## src/rtl/dla_reset_sequencer.sv

```systemverilog
// Reset combiner/sequencer: merges synchronised reset sources and a software request,
// holds the combined reset, then releases the output domains in order with sticky cause/count status.
module dla_reset_sequencer #(
   parameter int                     NUM_SOURCES        = 4,
   parameter int                     NUM_OUTPUTS        = 3,
   parameter int                     HOLD_CYCLES        = 256,
   parameter int                     STAGGER_CYCLES     = 16,
   parameter logic [NUM_SOURCES-1:0] SOURCE_ENABLE_MASK = '1
) (
   input  logic                   clk,
   input  logic                   i_resetn,
   input  logic [NUM_SOURCES-1:0] i_resetn_sources,
   input  logic                   i_sw_reset_req,
   input  logic                   i_cause_clear,
   output logic [NUM_OUTPUTS-1:0] o_resetn,
   output logic                   o_reset_active,
   output logic [NUM_SOURCES:0]   o_reset_cause,
   output logic [7:0]             o_reset_count
);

   localparam int HW = (HOLD_CYCLES > 1) ? $clog2(HOLD_CYCLES) : 1;
   localparam int SW = (STAGGER_CYCLES > 1) ? $clog2(STAGGER_CYCLES) : 1;
   localparam logic [HW-1:0] HOLD_LAST = HW'(HOLD_CYCLES - 1);
   localparam logic [SW-1:0] STAG_LAST = SW'(STAGGER_CYCLES - 1);

   typedef enum logic [1:0] {ST_ASSERT, ST_RELEASE, ST_RUN} state_t;

   state_t                 state;
   logic [NUM_SOURCES-1:0] sync_q1, sync_q2;
   logic [HW-1:0]          hold_cnt;
   logic [SW-1:0]          stag_cnt;
   logic                   ok;
   logic [NUM_SOURCES:0]   cause_new;
   logic [NUM_OUTPUTS-1:0] rel_next;

   // Disabled sources are forced "good"; the software request bypasses the synchroniser.
   assign ok        = (&(sync_q2 | ~SOURCE_ENABLE_MASK)) & ~i_sw_reset_req;
   assign cause_new = {i_sw_reset_req, ~sync_q2 & SOURCE_ENABLE_MASK};
   assign rel_next  = (o_resetn << 1) | NUM_OUTPUTS'(1);

   // NOTE: sequential state uses non-blocking assignments so every flop samples pre-edge values.
   always_ff @(posedge clk or negedge i_resetn) begin
      if (!i_resetn) begin
         sync_q1 <= '0;
         sync_q2 <= '0;
      end else begin
         sync_q1 <= i_resetn_sources;
         sync_q2 <= sync_q1;
      end
   end

   always_ff @(posedge clk or negedge i_resetn) begin
      if (!i_resetn) begin
         state          <= ST_ASSERT;
         hold_cnt       <= '0;
         stag_cnt       <= '0;
         o_resetn       <= '0;
         o_reset_active <= 1'b1;
         o_reset_cause  <= '0;
         o_reset_count  <= '0;
      end else begin
         if (i_cause_clear) o_reset_cause <= '0;

         case (state)
            ST_ASSERT: begin
               o_resetn <= '0;
               if (!ok) begin
                  hold_cnt <= '0;
               end else if (hold_cnt == HOLD_LAST) begin
                  hold_cnt <= '0;
                  stag_cnt <= '0;
                  o_resetn <= NUM_OUTPUTS'(1);
                  if (NUM_OUTPUTS == 1) begin
                     state          <= ST_RUN;
                     o_reset_active <= 1'b0;
                  end else begin
                     state <= ST_RELEASE;
                  end
               end else begin
                  hold_cnt <= hold_cnt + 1'b1;
               end
            end

            ST_RELEASE, ST_RUN: begin
               if (!ok) begin
                  // Re-entry from a released state: capture cause (new event wins over clear).
                  state          <= ST_ASSERT;
                  hold_cnt       <= '0;
                  o_resetn       <= '0;
                  o_reset_active <= 1'b1;
                  o_reset_cause  <= (i_cause_clear ? '0 : o_reset_cause) | cause_new;
                  if (o_reset_count != 8'hFF) o_reset_count <= o_reset_count + 8'd1;
               end else if (state == ST_RELEASE) begin
                  if (stag_cnt == STAG_LAST) begin
                     stag_cnt <= '0;
                     o_resetn <= rel_next;
                     if (rel_next[NUM_OUTPUTS-1]) begin
                        state          <= ST_RUN;
                        o_reset_active <= 1'b0;
                     end
                  end else begin
                     stag_cnt <= stag_cnt + 1'b1;
                  end
               end
            end

            default: begin
               state    <= ST_ASSERT;
               o_resetn <= '0;
            end
         endcase
      end
   end

endmodule

```

## config.mk

```make
export PLATFORM = sky130hd
export DESIGN_NAME = dla_reset_sequencer
export DESIGN_NICKNAME = d
export VERILOG_FILES = /design/src/rtl/dla_reset_sequencer.sv
export SDC_FILE = /design/constraint.sdc
export NUM_CORES = 1
export LEC_CHECK = 0
export ABC_AREA = 1
export CAP_MARGIN = 40
export CORE_UTILIZATION = 30
export DETAILED_ROUTE_END_ITERATION = 8
export SLEW_MARGIN = 10
export SYNTH_ARGS = -nofsm -noshare
export SYNTH_HDL_FRONTEND = slang
export SYNTH_SLANG_ARGS = --single-unit
```

## constraint.sdc

```tcl
create_clock -name clk -period 1.7 [get_ports clk]
set_clock_uncertainty 0.2 [all_clocks]
set_input_delay 0.51 -clock clk [delete_from_list [all_inputs] [get_ports clk]]
set_output_delay 0.51 -clock clk [all_outputs]
set_load 0.01 [all_outputs]
```

==> summary.log, run 1 <==
INFO  outcome        run_status=finished with violations
INFO  outcome        violations_in_the_final_reports=design-rule violations
INFO  setup_path     worstPathMaxFanout=2
INFO  place          place.detailed.instances=361
INFO  die            floorplan.die_area=0.00705mm^2
INFO  synth          synth_seq_area_share=0.485
INFO  pwr            peakVddDrop=0.297mV
INFO  timing         post-route-period-util=0.984
INFO  synth          synthXorXnorAreaFrac=0.0298
INFO  place          place_area=0.00254mm^2
INFO  final_layout   stdcell_count=381
INFO  grt            groute.usage.overall=0.134
INFO  final_layout   multi_input_area=988um^2
INFO  synth          ff_latch_count_synth=39
INFO  timing         period_minus_slack=1670ps
INFO  synth          post-synth-top-area-fraction=0.472
INFO  die            die_h=84.0um
INFO  setup_path     crit_path_cell_trace=dlygate4sd2_1
INFO  die            effective_utilization_at_floorplan=0.314
INFO  final_layout   post-route-util=0.437
INFO  timing         final_max_slew_viol_count=0
INFO  place          globalplace.congestion=0.762
INFO  die            dieWidth=84.0um
INFO  detailed_routing drt_drc_violations_left=6
INFO  pwr            leakage_power=1.34nW
INFO  setup_path     critPathArrivalTime=960ps
INFO  synth          synth_top_family_by_area=simple AND/OR/NAND/NOR gates
INFO  detailed_routing routed_via_density=4.55
INFO  final_layout   top_library_cells_by_usage_in_the_layout_fill_and_taps_aside=nand2_1 (73), dfrtp_1 (37), buf_4 (34), inv_1 (23), nand3_1 (19)
INFO  synth          yosysTopAreaCell=dfrtp_1
INFO  timing         timing.fmax=0.598GHz
INFO  cts            cts.htree.levels=2
INFO  final_layout   fillerInstances=625
INFO  detailed_routing detail_route.wirelength=4.37mm
INFO  grt            grt_pass1_vias=1642
INFO  setup_path     cp.required=990ps
INFO  hold_path      min_path_type=reg -> reg
INFO  cts            path_clk_slew=80ps
INFO  cts            cts_sinks=39
INFO  cts            clock_tree_from_tritoncts=yes
INFO  final_layout   antenna-diode-count=0
INFO  place          hpwlAfterDp=2.98mm
INFO  grt            initial_antenna_violation_count=0
INFO  cts            cts_root_buf=clkbuf_8
INFO  cts            number_of_buffers_created_by_cts=5
INFO  setup_path     slowest_delay=380ps
INFO  timing         setup-violations-final=0
INFO  synth          synth.cell_area=0.00202mm^2
INFO  final_layout   area_of_all_placed_cells_without_fillers=0.00281mm^2
INFO  synth          yosysWarningCount=0
INFO  timing         report.final.hold_viol_count=0
INFO  timing         worst_pin_slew=230ps
INFO  place          pre_cts_ws=-339ps
INFO  final_layout   regArea=978um^2
INFO  detailed_routing dr_total_vias=1732
INFO  synth          area_fraction_in_compound_gates_after_synthesis=0.0720
INFO  grt            grt_pass1_wl=7.40mm
INFO  synth          cell_types_occupying_the_most_area_after_synthesis=dfrtp_1 (47%), nand2_1 (14%), nand3_1 (5.5%), inv_1 (4.7%), ha_1 (4.3%)
INFO  setup_path     timing.critical_path.slowest_stage_cell=dfrtp_1
INFO  synth          synth_fa_ha_area_frac=0.0435
INFO  pwr            power_per_cell_area=591mW/mm^2
INFO  die            design.core.area=0.00642mm^2
INFO  synth          syn-instance-count=237
INFO  grt            grt_overflow_total=0
INFO  run            drv.max_cap_violation_count=0
INFO  synth          yosys.area_share.simple=0.306
INFO  synth          synth_nets=252
INFO  timing         grt_setup_unrepaired=yes
INFO  die            io_pins=25
INFO  final_layout   area_delta_synth_final=39.2%
INFO  setup_path     r2r_slack=50ps
INFO  detailed_routing drt_first_iter_violations=73
INFO  grt            grt_max_degree=40
INFO  setup_path     critical_path.endpoint_type=primary output
INFO  timing         maxSlewHeadroom=0.847
INFO  final_layout   commonest_non_fill_non_tap_cell_in_the_layout=nand2_1
INFO  setup_path     cp_top_family=flip-flops
INFO  setup_path     criticalPathCategory=reg -> out
INFO  final_layout   nNetsFinal=318
INFO  detailed_routing drt.antenna.violating_nets=0
INFO  final_layout   final_layout_size_suffix_gt1_frac=0.286
INFO  synth          synth_cell_type_count=31
INFO  setup_path     cp_num_buf_inv=1
INFO  detailed_routing drt_pass1_iterations=8
INFO  timing         fin_ws=27.5ps
INFO  die            rows=29
INFO  place          port_buffers=24
INFO  synth          synthMuxAreaShare=0
INFO  synth          syn_area_per_cell=8.50um^2
INFO  cts            clock_insertion_delay_worst_skew=300ps
INFO  detailed_routing routed_wire_length_per_instance=11.5um
INFO  timing         hold_ws=152ps
INFO  setup_path     crit_path_start_kind=flop
INFO  cts            clock_tree.buffer_depth=2
==> kinds of logic (layout without fill, tap and decap cells) <==
kind of cell,Yosys count,after routing
AND/OR/NAND/NOR,131,131
flip-flops,39,39
buffers and inverters,31,98
AO/OA/AOI/OAI,23,23
adder cells (fa/ha/maj),7,7
XOR/XNOR,6,6
==> path summary, 6_finish.rpt <==
| check | start | end | cells past startpoint |
|---|---|---|---|
| worst max-delay path | o_reset_cause[0] | o_reset_cause[0] | 1 |
| worst min-delay path | sync_q1[3] | sync_q2[3] | 0 |
| worst max register to register | state[1] | stag_cnt[2] | 8 |
| worst min register to register | sync_q1[3] | sync_q2[3] | 0 |
| max in group asynchronous | i_resetn | o_reset_active | 3 |
| min in group asynchronous | i_resetn | o_reset_count[5] | 3 |
==> per-layer routing <==
layer	global-route usage	share of wire	vias up
li1	-	-	895
met1	0.168	0.47	804
met2	0.218	0.47	26
met3	0.0356	0.036	7
met4	0.0596	0.017	0
met5	0	0	-
==> state kept, by name (all words and copies together) (netlist names), 2 cells and up <==
name / cells
stag_cnt: 4
state: 2
o_reset_count: 8
hold_cnt: 8
sync_q2: 4
o_reset_cause: 5
o_resetn: 3
sync_q1: 4
==> power breakdown <==
group | switching (W) | total [W] | internal, W
registers | 0.00000498 | 0.000942 | 0.000937
clock network | 0.000368 | 0.000661 | 0.000293
logic | 0.0000312 | 0.0000549 | 0.0000237
total | 0.000404 | 0.00166 | 0.00125
==> metrics by stage <==
stage / total power (W) / TNS [ps]
after CTS: 0.00168 / 0
final: 0.00166 / 0
after detailed placement: 0.00101 / -7180
after global placement: 0.00101 / -7050
after global routing: 0.00173 / -78.0
after floorplan: 0.000969 / 0
==> cell type report <==
| type | instances | area share |
|---|---|---|
| Tap cell | 77 | 0.0343 |
| Clock inverter | 3 | 0.00892 |
| Timing Repair Buffer | 62 | 0.194 |
| Sequential cell | 39 | 0.349 |
| Inverter | 28 | 0.0375 |
| Clock buffer | 5 | 0.0245 |
| Multi-Input combinational cell | 167 | 0.352 |
==> Yosys cell counts (all sizes together) <==
cell type,count
inv,28
a21oi,4
buf,3
nand2,81
o21ai,13
nor3,3
nor2,16
nand3,23
xnor2,4
dfstp,1
ha,7
a31oi,1
nand4,6
or2,1
dfrtp,38
o22ai,5
xor2,2
nand3b,1
==> repair_timing <==
action / in CTS / in global routing
setup buffers: 6 / 5
pin swaps: 2 / 3
hold endpoints to repair: 38 / 0
hold buffers: 1 / 0
gates resized for setup: 30 / 23
setup endpoints to repair: 31 / 33
Note: power is estimated with default switching activity, not from simulation.
==> inputs of run 2 (changes only) <==
--- a/config.mk
+++ b/config.mk
@@ -8,6 +8,7 @@
 export ABC_AREA = 1
 export CAP_MARGIN = 40
 export CORE_UTILIZATION = 30
+export CTS_CLUSTER_SIZE = 8
 export DETAILED_ROUTE_END_ITERATION = 8
 export SLEW_MARGIN = 10
 export SYNTH_ARGS = -nofsm -noshare
==> results of run 2 <==
Same layout as run 1: the final DEF is identical, and so are final timing and power.
